$ cat config.mk
export PLATFORM = sky130hd
export DESIGN_NAME = shift_left_norm_flat
export DESIGN_NICKNAME = d
export VERILOG_FILES = /design/src/rtl/shift_left_norm_if.sv /design/src/rtl/shift_left_norm.sv /design/src/flat_wrapper.sv
export SDC_FILE = /design/constraint.sdc
export NUM_CORES = 1
export LEC_CHECK = 0
export CORE_MARGIN = 10
export CORE_UTILIZATION = 30
export CTS_BUF_LIST = sky130_fd_sc_hd__clkbuf_16
export CTS_CLUSTER_DIAMETER = 200
export DETAILED_ROUTE_END_ITERATION = 7
export PLACE_DENSITY = 0.5
export SLEW_MARGIN = 10
export SYNTH_ARGS = -nofsm -noshare
export SYNTH_HDL_FRONTEND = slang
export SYNTH_SLANG_ARGS = --single-unit
$ cat constraint.sdc
create_clock -name clk -period 6.5 [get_ports clk]
set_input_delay 1.3 -clock clk [delete_from_list [all_inputs] [get_ports clk]]
set_output_delay 1.3 -clock clk [all_outputs]
set_load 0.005 [all_outputs]
$ cat src/rtl/shift_left_norm_if.sv
// Handshake bundle for shift_left_norm: upstream value/valid/ready and downstream result/valid/ready.
interface shift_left_norm_if #(
   parameter int N = 16,
   parameter int S = 4
);
   logic [N-1:0] a;
   logic         in_valid;
   logic         in_ready;
   logic [N-1:0] c;
   logic [S-1:0] lzc;
   logic         zero;
   logic         out_valid;
   logic         out_ready;

   modport master (
      output a, in_valid, out_ready,
      input  in_ready, c, lzc, zero, out_valid
   );

   modport slave (
      input  a, in_valid, out_ready,
      output in_ready, c, lzc, zero, out_valid
   );
endinterface

$ cat src/rtl/shift_left_norm.sv
// Elastic left-normalizer: c = a << lzc with lzc the leading-zero count, zero flags a == 0.
// SHIFT_LEFT_NORM_PIPELINE_EN defined: one slot per stage (latency S); undefined: one output slot (latency 1).
module shift_left_norm #(
   parameter int N = 16,
   parameter int S = 4
) (
   input  logic             clk,
   input  logic             rst_n,
   shift_left_norm_if.slave bus
);
`ifdef SHIFT_LEFT_NORM_PIPELINE_EN
   localparam int NSLOT = S;
`else
   localparam int NSLOT = 1;
`endif

   logic [NSLOT-1:0] vld_q, vld_d;
   logic [NSLOT-1:0] zero_q, zero_d;
   logic [N-1:0]     v_q   [NSLOT];
   logic [N-1:0]     v_d   [NSLOT];
   logic [S-1:0]     cnt_q [NSLOT];
   logic [S-1:0]     cnt_d [NSLOT];

   logic [NSLOT:0]   rdy;
   logic [NSLOT-1:0] src_vld, src_zero;
   logic [N-1:0]     src_v   [NSLOT];
   logic [S-1:0]     src_cnt [NSLOT];
   logic [N-1:0]     nv;
   logic [S-1:0]     ncnt;
   logic             load;

   // Stage k tests the top 2**(S-1-k) bits of the running value.
   function automatic logic stage_hit(input logic [N-1:0] v, input int k);
      return (v >> (N - (1 << (S - 1 - k)))) == '0;
   endfunction

   function automatic logic [N-1:0] stage_v(input logic [N-1:0] v, input int k);
      return stage_hit(v, k) ? (v << (1 << (S - 1 - k))) : v;
   endfunction

   // A zero input would hit every stage; its count is forced to stay 0.
   function automatic logic [S-1:0] stage_cnt(input logic [N-1:0] v, input logic [S-1:0] cnt,
                                              input logic zero, input int k);
      return (stage_hit(v, k) && !zero) ? (cnt | (S'(1) << (S - 1 - k))) : cnt;
   endfunction

   always_comb begin
      rdy      = '0;
      src_vld  = '0;
      src_zero = '0;
      src_v    = '{default: '0};
      src_cnt  = '{default: '0};
      vld_d    = vld_q;
      zero_d   = zero_q;
      v_d      = v_q;
      cnt_d    = cnt_q;
      nv       = '0;
      ncnt     = '0;
      load     = 1'b0;

      // A slot may load when it is empty or the slot after it can take its beat.
      rdy[NSLOT] = bus.out_ready;
      for (int k = NSLOT - 1; k >= 0; k--)
         rdy[k] = !vld_q[k] || rdy[k+1];

      src_vld[0]  = bus.in_valid;
      src_v[0]    = bus.a;
      src_cnt[0]  = '0;
      src_zero[0] = (bus.a == '0);
      for (int k = 1; k < NSLOT; k++) begin
         src_vld[k]  = vld_q[k-1];
         src_v[k]    = v_q[k-1];
         src_cnt[k]  = cnt_q[k-1];
         src_zero[k] = zero_q[k-1];
      end

      for (int k = 0; k < NSLOT; k++) begin
         nv   = src_v[k];
         ncnt = src_cnt[k];
`ifdef SHIFT_LEFT_NORM_PIPELINE_EN
         ncnt = stage_cnt(nv, ncnt, src_zero[k], k);
         nv   = stage_v(nv, k);
`else
         for (int j = 0; j < S; j++) begin
            ncnt = stage_cnt(nv, ncnt, src_zero[k], j);
            nv   = stage_v(nv, j);
         end
`endif
         load      = rdy[k] && src_vld[k];
         vld_d[k]  = rdy[k] ? src_vld[k] : vld_q[k];
         v_d[k]    = load ? nv : v_q[k];
         cnt_d[k]  = load ? ncnt : cnt_q[k];
         zero_d[k] = load ? src_zero[k] : zero_q[k];
      end
   end

   always_ff @(posedge clk) begin
      if (!rst_n) vld_q <= '0;
      else        vld_q <= vld_d;
   end

   // Only the output slot's data is cleared so the visible result reads 0 after reset.
   always_ff @(posedge clk) begin
      v_q    <= v_d;
      cnt_q  <= cnt_d;
      zero_q <= zero_d;
      if (!rst_n) begin
         v_q[NSLOT-1]    <= '0;
         cnt_q[NSLOT-1]  <= '0;
         zero_q[NSLOT-1] <= 1'b0;
      end
   end

   assign bus.in_ready  = rst_n && rdy[0];
   assign bus.out_valid = vld_q[NSLOT-1];
   assign bus.c         = v_q[NSLOT-1];
   assign bus.lzc       = cnt_q[NSLOT-1];
   assign bus.zero      = zero_q[NSLOT-1];
endmodule

$ cat src/flat_wrapper.sv
// flat-port wrapper written by rule: the top's interface ports become plain ports
module shift_left_norm_flat 
#(
   parameter int N = 16,
   parameter int S = 4
)
  (clk, rst_n, bus_a, bus_in_valid, bus_out_ready, bus_in_ready, bus_c, bus_lzc, bus_zero, bus_out_valid);
  shift_left_norm_if #(.N(N), .S(S)) bus_i ();
  input  logic clk;
  input  logic rst_n;
  input wire logic [$bits(bus_i.a)-1:0] bus_a;
  input wire logic [$bits(bus_i.in_valid)-1:0] bus_in_valid;
  input wire logic [$bits(bus_i.out_ready)-1:0] bus_out_ready;
  output wire logic [$bits(bus_i.in_ready)-1:0] bus_in_ready;
  output wire logic [$bits(bus_i.c)-1:0] bus_c;
  output wire logic [$bits(bus_i.lzc)-1:0] bus_lzc;
  output wire logic [$bits(bus_i.zero)-1:0] bus_zero;
  output wire logic [$bits(bus_i.out_valid)-1:0] bus_out_valid;
  assign bus_i.a = bus_a;
  assign bus_i.in_valid = bus_in_valid;
  assign bus_i.out_ready = bus_out_ready;
  assign bus_in_ready = bus_i.in_ready;
  assign bus_c = bus_i.c;
  assign bus_lzc = bus_i.lzc;
  assign bus_zero = bus_i.zero;
  assign bus_out_valid = bus_i.out_valid;
  shift_left_norm #(.N(N), .S(S)) u_core (.clk(clk), .rst_n(rst_n), .bus(bus_i));
endmodule
==> summary.log, run 1 <==
INFO  run_status     status=completed
INFO  timing         worst-slew-pin-transition=0.855ns
INFO  drt            ant_nets=0
INFO  flow_run       maxCapViolations=0
INFO  drt            route.detailed.wl_per_inst=17.1um
INFO  power          leakagePower=0.739nW
INFO  clocking       cts_root_buf=clkbuf_16
INFO  placement      port_buffers=42
INFO  critical_path  reg2reg_setup_slack=4.90ns
INFO  final_layout   layout.cells.non_filler=308
INFO  drt            detailroute.via_count=1718
INFO  yosys          synth.lib_cells_used.distinct=56
INFO  final_layout   nets=257
INFO  clocking       clockBufferDepth=2
INFO  power          power_frac_seq=34.2%
INFO  yosys          synthCells=201
INFO  critical_path  max_fanout_on_critical_path=25
INFO  final_layout   layout.cells.most_common=clkdlybuf4s50_1
INFO  timing         final_min_period_over_clock_period=60.7%
INFO  clocking       htreeDepth=1
INFO  critical_path  r2r_cells=5
INFO  timing         post-route-min-period=3.94ns
INFO  power          post-layout-total-power=0.434mW
INFO  timing         report.final.setup_viol=0
INFO  critical_path  timing_worst_setup_path_type=in2out
INFO  placement      dp_hpwl=3950um
INFO  grt            grt_overflow=0
INFO  floorplan      die_footprint=8920squm
INFO  timing         hold_violations=0
INFO  clocking       worstSkewPairLatency=0.26ns
INFO  clocking       clock_tree_from_tritoncts=done
INFO  yosys          ys_seq_area_share=26.5%
INFO  drt            route.detailed.drc=0
INFO  clocking       clock-sinks=22
INFO  worst_hold_path hp-class=reg2reg
INFO  power          power.net_switching=0.115mW
INFO  final_layout   layout-area-overhead-vs-synth=32.5%
INFO  timing         fin_skew=0.00520ns
INFO  yosys          ys_dominant_reg_cell=dfxtp_1
INFO  drt            number_of_design_rule_violations_left_by_the_first_detailed_router_iteration=142
INFO  critical_path  worst_ep_arrival_time=2.64ns
INFO  power          power-per-cell-area=197nW/um^2
INFO  worst_hold_path hold_depth=2
INFO  floorplan      floorplan.io_pins=43
INFO  placement      last_weighted_congestion_value_of_the_routability_driven_placer=0.893
INFO  clocking       cts.repair_timing.setup_buffer_count=0
INFO  grt            grt_first_pass_wirelength=8900um
INFO  final_layout   layout.cells.most_common_list=42 x clkdlybuf4s50_1, 25 x nand2_1, 25 x a21oi_1, 22 x dfxtp_1, 16 x o21ai_0
INFO  clocking       cts_repair_resize_count=0
INFO  drt            drt-total-wl=5280um
INFO  yosys          syn_avg_cell_area=8.27squm
INFO  grt            first_global_vias=1662
INFO  timing         rsz0062_at_grt=false
INFO  drt            drt_pre_antenna_iters=4
INFO  final_layout   drive_gt1_share=13.1%
INFO  grt            antenna_found_initial=0
INFO  power          peakVddDrop=0.126mV
INFO  power          cellInternalPower=0.319mW
INFO  timing         fin_setup_tns=0ns
INFO  yosys          async_reset_ff_share=0%
INFO  timing         drv_slew=0
INFO  grt            global_route_usage_over_all_layers=12.1%
INFO  yosys          yosys_warnings=0
INFO  placement      dp_cells=304
INFO  grt            grt_start_max_net_pins=26
INFO  yosys          seq_cells_post_synth=22
INFO  power          power.clock.fraction=39.9%
INFO  critical_path  critPathRequiredTime=5.20ns
INFO  power          proportion_of_total_power_due_to_net_switching=26.6%
INFO  floorplan      floorplan.rows=27
INFO  clocking       cts.clk_slew.worst_paths=0.06ns
INFO  timing         clock.fmax=0.254GHz
INFO  drt            detail_route.vias_per_cell=5.58
INFO  final_layout   num-fill-cells=574
INFO  timing         timing.max_slew.rel_slack=42.6%
INFO  floorplan      chipHeight=94.4um
INFO  final_layout   post-route-util=40.5%
INFO  yosys          synth.net_count=221
INFO  final_layout   diodes_inserted=0
INFO  yosys          synth_area=1660squm
INFO  floorplan      fp.dieW=94.4um
INFO  power          comb_power_share=25.9%
INFO  yosys          synth_edf_count=0
INFO  clocking       hold_fix_buffers_cts=0
INFO  clocking       cts_made_buffers=3
INFO  critical_path  worstSetupEndpointType=output port
INFO  critical_path  worstSetupStartpointType=input port
INFO  floorplan      start_util=30.5%
INFO  floorplan      coreArea=5440squm
## flip-flops by register name (all words and copies together) (netlist names)
signal and count:
u_core.bus.lzc 4, u_core.bus.zero 1, u_core.bus.out_valid 1, u_core.bus.c 16
## through the flow
step | instance area (sq um) | hold WS (ns) | setup slack (ns)
final | 2200 | 0.455 | 2.56
after floorplan | 1660 | 0.451 | 3.42
after detailed placement | 2100 | 0.450 | 2.49
after global placement | 2100 | 0.446 | 2.52
after global routing | 2200 | 0.484 | 2.49
after CTS | 2200 | 0.459 | 2.55
## final timing paths
kind | end | startpoint
max reg2reg | u_core.bus.c[13] | u_core.bus.out_valid
min | u_core.bus.zero | u_core.bus.zero
max | bus_in_ready | rst_n
min reg2reg | u_core.bus.zero | u_core.bus.zero
## power by group through the flow
stage               registers (mW)  clock network (mW)  logic, mW
finish                       0.149               0.173      0.112
global route                 0.150               0.183      0.123
detailed placement           0.152                   0      0.112
CTS                          0.149               0.176      0.113
global placement             0.152                   0      0.114
floorplan                    0.152                   0     0.0622
## layer usage
metal	GRT usage, %	share of wire (%)	vias to the layer above
li1	-	-	835
met1	15.7	45	828
met2	20.4	49	51
met3	2.30	5.0	4
met4	2.28	0.64	0
met5	0	0	-
## cell type report
| cell class | count | area [sq um] | share of cell area, % |
|---|---|---|---|
| multi-input combinational | 164 | 1130 | 51.2 |
| sequential | 22 | 440 | 20.0 |
| timing repair buffer | 43 | 428 | 19.4 |
| tap | 72 | 90.1 | 4.09 |
| clock buffer | 3 | 75.1 | 3.41 |
| clock inverter | 1 | 30.0 | 1.36 |
| inverter | 3 | 11.3 | 0.512 |
## cell usage after synthesis, types with 2 or more instances
master	number	area share, %
a21oi_1	25	7.5
nand2_1	25	5.6
dfxtp_1	22	27
o21ai_0	16	4.8
nand3_1	7	2.1
clkbuf_1	6	1.4
nor2_1	6	1.4
nor3_1	6	1.8
a22oi_1	5	2.3
a31oi_1	5	1.9
buf_6	5	3.4
and2_1	4	1.5
mux2i_1	4	2.4
nor2_2	4	1.5
nor2b_1	4	1.5
a211oi_1	3	1.4
a31oi_2	3	2.3
inv_1	3	0.68
nor4_4	3	3.8
o21ai_4	3	2.9
a21boi_0	2	0.90
a21oi_2	2	1.1
nor4b_1	2	1.1
o21ai_1	2	0.60
o31ai_1	2	0.90
or4_4	2	1.4
## kinds of logic after synthesis
family / after synthesis / synth area share (%)
AOI/OAI and AO/OA: 86 / 36.9
buffers and inverters: 15 / 5.72
DFF: 22 / 26.5
muxes: 6 / 3.99
and+or+nand+nor: 72 / 26.9
## worst max-delay path, cell delays in order
cell and delay (ns):
clkdlybuf4s50_1 0.45, buf_4 0.23, and2_1 0.16, clkdlybuf4s50_1 0.50
Power figures use the tool's default switching activity.
==> run 2, diff against run 1 <==
==> constraint.sdc (replaced) <==
create_clock -name clk -period 3.7 [get_ports clk]
set_input_delay 0.74 -clock clk [delete_from_list [all_inputs] [get_ports clk]]
set_output_delay 0.74 -clock clk [all_outputs]
set_load 0.005 [all_outputs]
==> run 2 against run 1 <==
Against the previous run:
- sequential share of layout area hardly changed
- clock-buffer cell count stayed put
- critical path depth is 4 higher
- first-iteration DRC count up 0.70%
- flip-flop and latch count stayed put
- worst hold slack barely moved
- total power grew 59%
- register-to-register slack got worse by 2.7 ns
- critical path type is now in2reg
- critical endpoint is now u_core.bus.lzc[2]
- largest cell class unchanged
==> summary.log, run 2 (synthesis gave the netlist of run 1 again) <==
INFO  final_layout   layout.cells.most_common=clkdlybuf4s50_1
INFO  clocking       clock_tree_from_tritoncts=done
INFO  floorplan      chipHeight=94.4um
INFO  power          leakagePower=0.742nW
INFO  floorplan      start_util=30.5%
INFO  timing         post-route-min-period=3.10ns
INFO  timing         report.final.setup_viol=0
INFO  placement      last_weighted_congestion_value_of_the_routability_driven_placer=0.926
INFO  power          power-per-cell-area=313nW/um^2
INFO  power          comb_power_share=29.1%
INFO  run_status     status=completed
INFO  grt            grt_util_met3=2.38%
INFO  clocking       cts_root_buf=clkbuf_16
INFO  clocking       htreeDepth=1
INFO  critical_path  critPathRequiredTime=3.85ns
INFO  critical_path  worstSetupEndpointType=flip-flop
INFO  critical_path  worstSetupStartpointType=input port
INFO  final_layout   diodes_inserted=0
INFO  floorplan      fp.dieW=94.4um
INFO  power          proportion_of_total_power_due_to_net_switching=28.6%
INFO  timing         clock.fmax=0.323GHz
INFO  grt            grt_overflow=0
INFO  final_layout   largest_reg_flops=16
INFO  power          power.clock.fraction=33.0%
INFO  drt            route.detailed.drc=0
INFO  floorplan      die_footprint=8920squm
INFO  final_layout   drive_gt1_share=13.8%
INFO  drt            route.detailed.wl_per_inst=17.2um
INFO  grt            grt_first_pass_wirelength=8900um
INFO  floorplan      coreArea=5440squm
INFO  final_layout   nets=260
INFO  drt            ant_nets=0
INFO  placement      dp_hpwl=4080um
INFO  floorplan      floorplan.rows=27
INFO  drt            number_of_design_rule_violations_left_by_the_first_detailed_router_iteration=143
INFO  clocking       worstSkewPairLatency=0.25ns
INFO  critical_path  max_fanout_on_critical_path=10
INFO  critical_path  worst_ep_arrival_time=3.25ns
INFO  timing         hold_violations=0
INFO  final_layout   layout.cells.most_common_list=42 x clkdlybuf4s50_1, 25 x nand2_1, 25 x a21oi_1, 22 x dfxtp_1, 16 x o21ai_0
INFO  power          cellInternalPower=0.491mW
INFO  timing         fin_skew=0.00232ns
INFO  final_layout   post-route-util=40.4%
INFO  power          peakVddDrop=0.179mV
INFO  clocking       cts_made_buffers=3
INFO  drt            detailroute.via_count=1675
INFO  critical_path  worst_setup_path_startpoint=bus_a[10]
INFO  placement      port_buffers=42
INFO  timing         fin_setup_tns=0ns
INFO  flow_run       maxCapViolations=0
INFO  timing         final_min_period_over_clock_period=83.7%
INFO  timing         rsz0062_at_grt=false
INFO  critical_path  timing_worst_setup_path_type=in2reg
INFO  worst_hold_path worstHoldStart=u_core.bus.zero
INFO  final_layout   layout-area-overhead-vs-synth=32.2%
INFO  drt            detail_route.vias_per_cell=5.39
INFO  grt            antenna_found_initial=0
INFO  final_layout   num-fill-cells=558
INFO  worst_hold_path hp-class=reg2reg
INFO  grt            grt_start_max_net_pins=24
INFO  grt            groute.layer.met2.usage=19.9%
INFO  timing         worst-slew-pin-transition=0.683ns
INFO  clocking       clockBufferDepth=2
INFO  clocking       cts_repair_resize_count=0
INFO  clocking       cts.repair_timing.setup_buffer_count=0
INFO  clocking       clock-sinks=22
INFO  grt            grt_busiest_layer=met2
INFO  power          power_frac_seq=38.0%
INFO  floorplan      floorplan.io_pins=43
INFO  grt            global_route_usage_over_all_layers=12.2%
INFO  timing         timing.max_slew.rel_slack=54.4%
INFO  critical_path  worstReg2RegStart=u_core.bus.out_valid
INFO  drt            drt-total-wl=5340um
INFO  grt            first_global_vias=1710
INFO  timing         drv_slew=0
INFO  drt            drt_pre_antenna_iters=4
INFO  clocking       cts.clk_slew.worst_paths=0.06ns
INFO  grt            groute.layer.met1.usage=16.3%
INFO  power          power.net_switching=0.197mW
INFO  clocking       hold_fix_buffers_cts=0
==> run 2: path summary, 6_finish.rpt <==
path	slack, ns	cells past startpoint	endpoint
max	0.60	8	u_core.bus.lzc[2]
min	0.46	2	u_core.bus.zero
max reg2reg	2.17	4	u_core.bus.c[3]
min reg2reg	0.46	2	u_core.bus.zero
==> run 2: area by class of cell <==
cell class	instances	area (sq um)	area share, %
Clock inverter	1	3.75	0.171
Multi-Input combinational cell	164	1130	51.3
Tap cell	72	90.1	4.10
Clock buffer	3	75.1	3.42
Timing Repair Buffer	46	450	20.5
Sequential cell	22	440	20.0
Inverter	3	11.3	0.513
==> run 2: power groups by stage <==
| stage | clock network, mW | logic (mW) | registers, mW |
|---|---|---|---|
| floorplan | 0 | 0.109 | 0.267 |
| detailed placement | 0 | 0.200 | 0.267 |
| global placement | 0 | 0.203 | 0.267 |
| finish | 0.227 | 0.200 | 0.261 |
| CTS | 0.236 | 0.201 | 0.262 |
| global route | 0.244 | 0.220 | 0.263 |
==> run 2: per-layer routing <==
layer / part of all wire (%) / vias to the layer above
met3: 4.0 / 2
li1: - / 838
met5: 0 / -
met1: 47 / 801
met2: 49 / 34
met4: 0.24 / 0
==> run 2: critical path: stages <==
cell             delay, ns
clkdlybuf4s50_1       0.60
nor4_4                0.63
a31oi_2               0.21
o21a_1                0.34
a21oi_2               0.27
nor2b_4               0.21
o31ai_1               0.07
and2_1                0.18
==> run 2: per-stage QoR <==
stage          power, mW  worst slack (ns)  hold WS [ns]  std cells  area, sq um
3_3_place_gp       0.469             0.392         0.447        307         2120
6_report           0.688             0.602         0.456        311         2200
2_1_floorplan      0.377              1.18         0.451        201         1660
4_1_cts            0.699             0.638         0.460        311         2200
3_5_place_dp       0.467             0.371         0.451        307         2120
5_1_grt            0.728             0.472         0.489        311         2200
==> run 3, diff against run 2 <==
--- a/config.mk
+++ b/config.mk
@@ -10,7 +10,7 @@
 export CTS_BUF_LIST = sky130_fd_sc_hd__clkbuf_16
 export CTS_CLUSTER_DIAMETER = 200
 export DETAILED_ROUTE_END_ITERATION = 7
-export PLACE_DENSITY = 0.5
+export PLACE_DENSITY = 0.52
 export SLEW_MARGIN = 10
 export SYNTH_ARGS = -nofsm -noshare
 export SYNTH_HDL_FRONTEND = slang
==> constraint.sdc (replaced) <==
create_clock -name clk -period 2.75 [get_ports clk]
set_input_delay 0.55 -clock clk [delete_from_list [all_inputs] [get_ports clk]]
set_output_delay 0.55 -clock clk [all_outputs]
set_load 0.005 [all_outputs]
==> run 3 against run 2 <==
Against the previous run:
- worst hold slack improved by 0.0015 ns
- final area increased by 19%
- cell count increased by 14%
- critical endpoint is now u_core.bus.c[7]
- via count increased by 8.8%
- die area unchanged
- global-route usage increased by 0.60 points
- worst setup slack got worse by 0.46 ns
- clock power increased by 78%
- clock-buffer cell count unchanged
- register-to-register slack got worse by 0.73 ns
==> summary.log, run 3 (synthesis gave the netlist of run 1 again) <==
INFO  run_status     status=completed
INFO  power          power_frac_seq=32.6%
INFO  critical_path  timing.critical_path.cells=clkdlybuf4s50_1 -> buf_4 -> or4_4 -> o21ai_4 -> nand2_1 -> a211oi_1 -> a311o_1 -> nand3_1 -> a21oi_1
INFO  timing         worst-slew-pin-transition=0.417ns
INFO  grt            antenna_found_initial=0
INFO  floorplan      chipHeight=94.4um
INFO  floorplan      start_util=30.5%
INFO  critical_path  worstSetupEndpointType=flip-flop
INFO  timing         drv_slew=0
INFO  critical_path  r2r_cells=5
INFO  drt            route.detailed.wl_per_inst=15.9um
INFO  timing         post-route-min-period=2.61ns
INFO  drt            route.detailed.drc=0
INFO  clocking       worstSkewPairLatency=0.25ns
INFO  clocking       cts_root_buf=clkbuf_16
INFO  power          proportion_of_total_power_due_to_net_switching=25.9%
INFO  grt            grt_start_max_net_pins=25
INFO  grt            first_global_vias=1862
INFO  final_layout   layout.cells.most_common=buf_4
INFO  final_layout   nets=304
INFO  clocking       cts.clk_slew.worst_paths=0.06ns
INFO  floorplan      floorplan.rows=27
INFO  placement      dp_hpwl=4490um
INFO  critical_path  reg2reg_setup_slack=1.44ns
INFO  worst_hold_path holdPathEnd=u_core.bus.zero
INFO  power          post-layout-total-power=1.08mW
INFO  final_layout   drive_gt1_share=29.3%
INFO  timing         fin_skew=0.00623ns
INFO  worst_hold_path hp-class=reg2reg
INFO  final_layout   layout.cells.most_common_list=46 x buf_4, 41 x clkdlybuf4s50_1, 25 x nand2_1, 25 x a21oi_1, 22 x dfxtp_1
INFO  critical_path  critPathRequiredTime=2.93ns
INFO  placement      last_weighted_congestion_value_of_the_routability_driven_placer=0.912
INFO  floorplan      floorplan.io_pins=43
INFO  grt            grt_first_pass_wirelength=9340um
INFO  drt            drt_pre_antenna_iters=4
INFO  floorplan      coreArea=5440squm
INFO  timing         timing.max_slew.rel_slack=72.0%
INFO  power          power.net_switching=0.279mW
INFO  floorplan      fp.dieW=94.4um
INFO  drt            detailroute.via_count=1822
INFO  final_layout   diodes_inserted=0
INFO  critical_path  timing_worst_setup_path_type=in2reg
INFO  power          peakVddDrop=0.280mV
INFO  grt            global_route_usage_over_all_layers=12.8%
INFO  power          power.clock.fraction=37.5%
INFO  timing         hold_violations=0
INFO  placement      port_buffers=42
INFO  critical_path  cell_family_with_most_cp_delay=compound AO/OA/AOI/OAI gates
INFO  clocking       cts_made_buffers=3
INFO  power          comb_power_share=29.9%
INFO  timing         hold_ws=0.457ns
INFO  critical_path  worstSetupStartpointType=input port
INFO  critical_path  crit_cells=9
INFO  clocking       hold_fix_buffers_cts=0
INFO  power          cellInternalPower=0.798mW
INFO  final_layout   num-fill-cells=542
INFO  timing         report.final.setup_viol=0
INFO  power          power-per-cell-area=413nW/um^2
INFO  critical_path  max_fanout_on_critical_path=5
INFO  clocking       clock_tree_from_tritoncts=done
INFO  worst_hold_path hold_depth=2
INFO  critical_path  worstReg2RegStart=u_core.bus.out_valid
INFO  clocking       clockBufferDepth=2
INFO  drt            ant_nets=0
INFO  clocking       htreeDepth=1
INFO  power          leakagePower=0.992nW
INFO  drt            number_of_design_rule_violations_left_by_the_first_detailed_router_iteration=92
INFO  clocking       clock-sinks=22
INFO  critical_path  worst_ep_arrival_time=2.79ns
INFO  critical_path  critical_path.slowest_cell=clkdlybuf4s50_1
INFO  critical_path  crit_buf_inv=2
INFO  timing         final_min_period_over_clock_period=94.9%
INFO  critical_path  critical_path_s_largest_stage_delay=0.52ns
INFO  floorplan      die_footprint=8920squm
INFO  drt            detail_route.vias_per_cell=5.13
INFO  drt            drt-total-wl=5640um
INFO  critical_path  rr_endpoint=u_core.bus.c[10]
INFO  worst_hold_path worstHoldStart=u_core.bus.zero
INFO  final_layout   layout-area-overhead-vs-synth=57.1%
INFO  grt            grt_overflow=0
INFO  final_layout   largest_reg_flops=16
INFO  flow_run       maxCapViolations=0
INFO  timing         clock.fmax=0.383GHz
## run 3: worst max path at each step
stage,from,endpoint,slack [ns]
final,bus_a[9],u_core.bus.c[7],0.14
after global routing,bus_a[9],u_core.bus.c[7],-0.007
after CTS,bus_a[8],u_core.bus.c[4],0.07
after detailed placement,bus_a[8],u_core.bus.c[4],-0.19
after global placement,bus_a[8],u_core.bus.c[3],-0.23
after floorplan,bus_a[11],u_core.bus.lzc[1],0.42
## run 3: metrics by stage
stage                     area (sq um)  worst slack, ns  TNS [ns]  std cells  utilization [%]
final                             2610            0.139         0        355             48.0
after global routing              2610         -0.00677  -0.00677        355             48.0
after CTS                         2540           0.0700         0        352             46.8
after detailed placement          2440           -0.187     -1.80        348             44.8
after global placement            2440           -0.227     -2.31        348             44.8
after floorplan                   1660            0.415         0        201                -
## run 3: timing repair
item | CTS | global route
endpoints found under the setup margin | 0 | 14
resized for setup | 0 | 7
setup buffers | 0 | 3
## run 3: final cells by class
| type | instances | area (sq um) | area share (%) |
|---|---|---|---|
| multi-input combinational | 164 | 1150 | 44.2 |
| tap | 72 | 90.1 | 3.45 |
| sequential | 22 | 440 | 16.9 |
| clock buffer | 3 | 75.1 | 2.88 |
| clock inverter | 1 | 30.0 | 1.15 |
| inverter | 3 | 11.3 | 0.431 |
| timing repair buffer | 90 | 808 | 31.0 |
## run 3: metal layers
| metal | up-vias | global-route usage, % | wire (um) |
|---|---|---|---|
| li1 | 927 | - | - |
| met2 | 41 | 20.3 | 2670 |
| met1 | 852 | 17.5 | 2610 |
| met3 | 2 | 3.01 | 340 |
| met5 | - | 0 | 0 |
| met4 | 0 | 1.65 | 21 |
## run 3: power by group through the flow
stage	Sequential, mW	Combinational (mW)	Clock (mW)
after floorplan	0.360	0.147	0
after global placement	0.359	0.314	0
after detailed placement	0.359	0.313	0
after CTS	0.352	0.315	0.411
after global routing	0.354	0.353	0.434
final	0.351	0.322	0.404
## run 3: worst min-delay path: stages, from the launching register on
cell and delay (ns):
dfxtp_1 0.31, nand2_1 0.05, a21boi_1 0.05
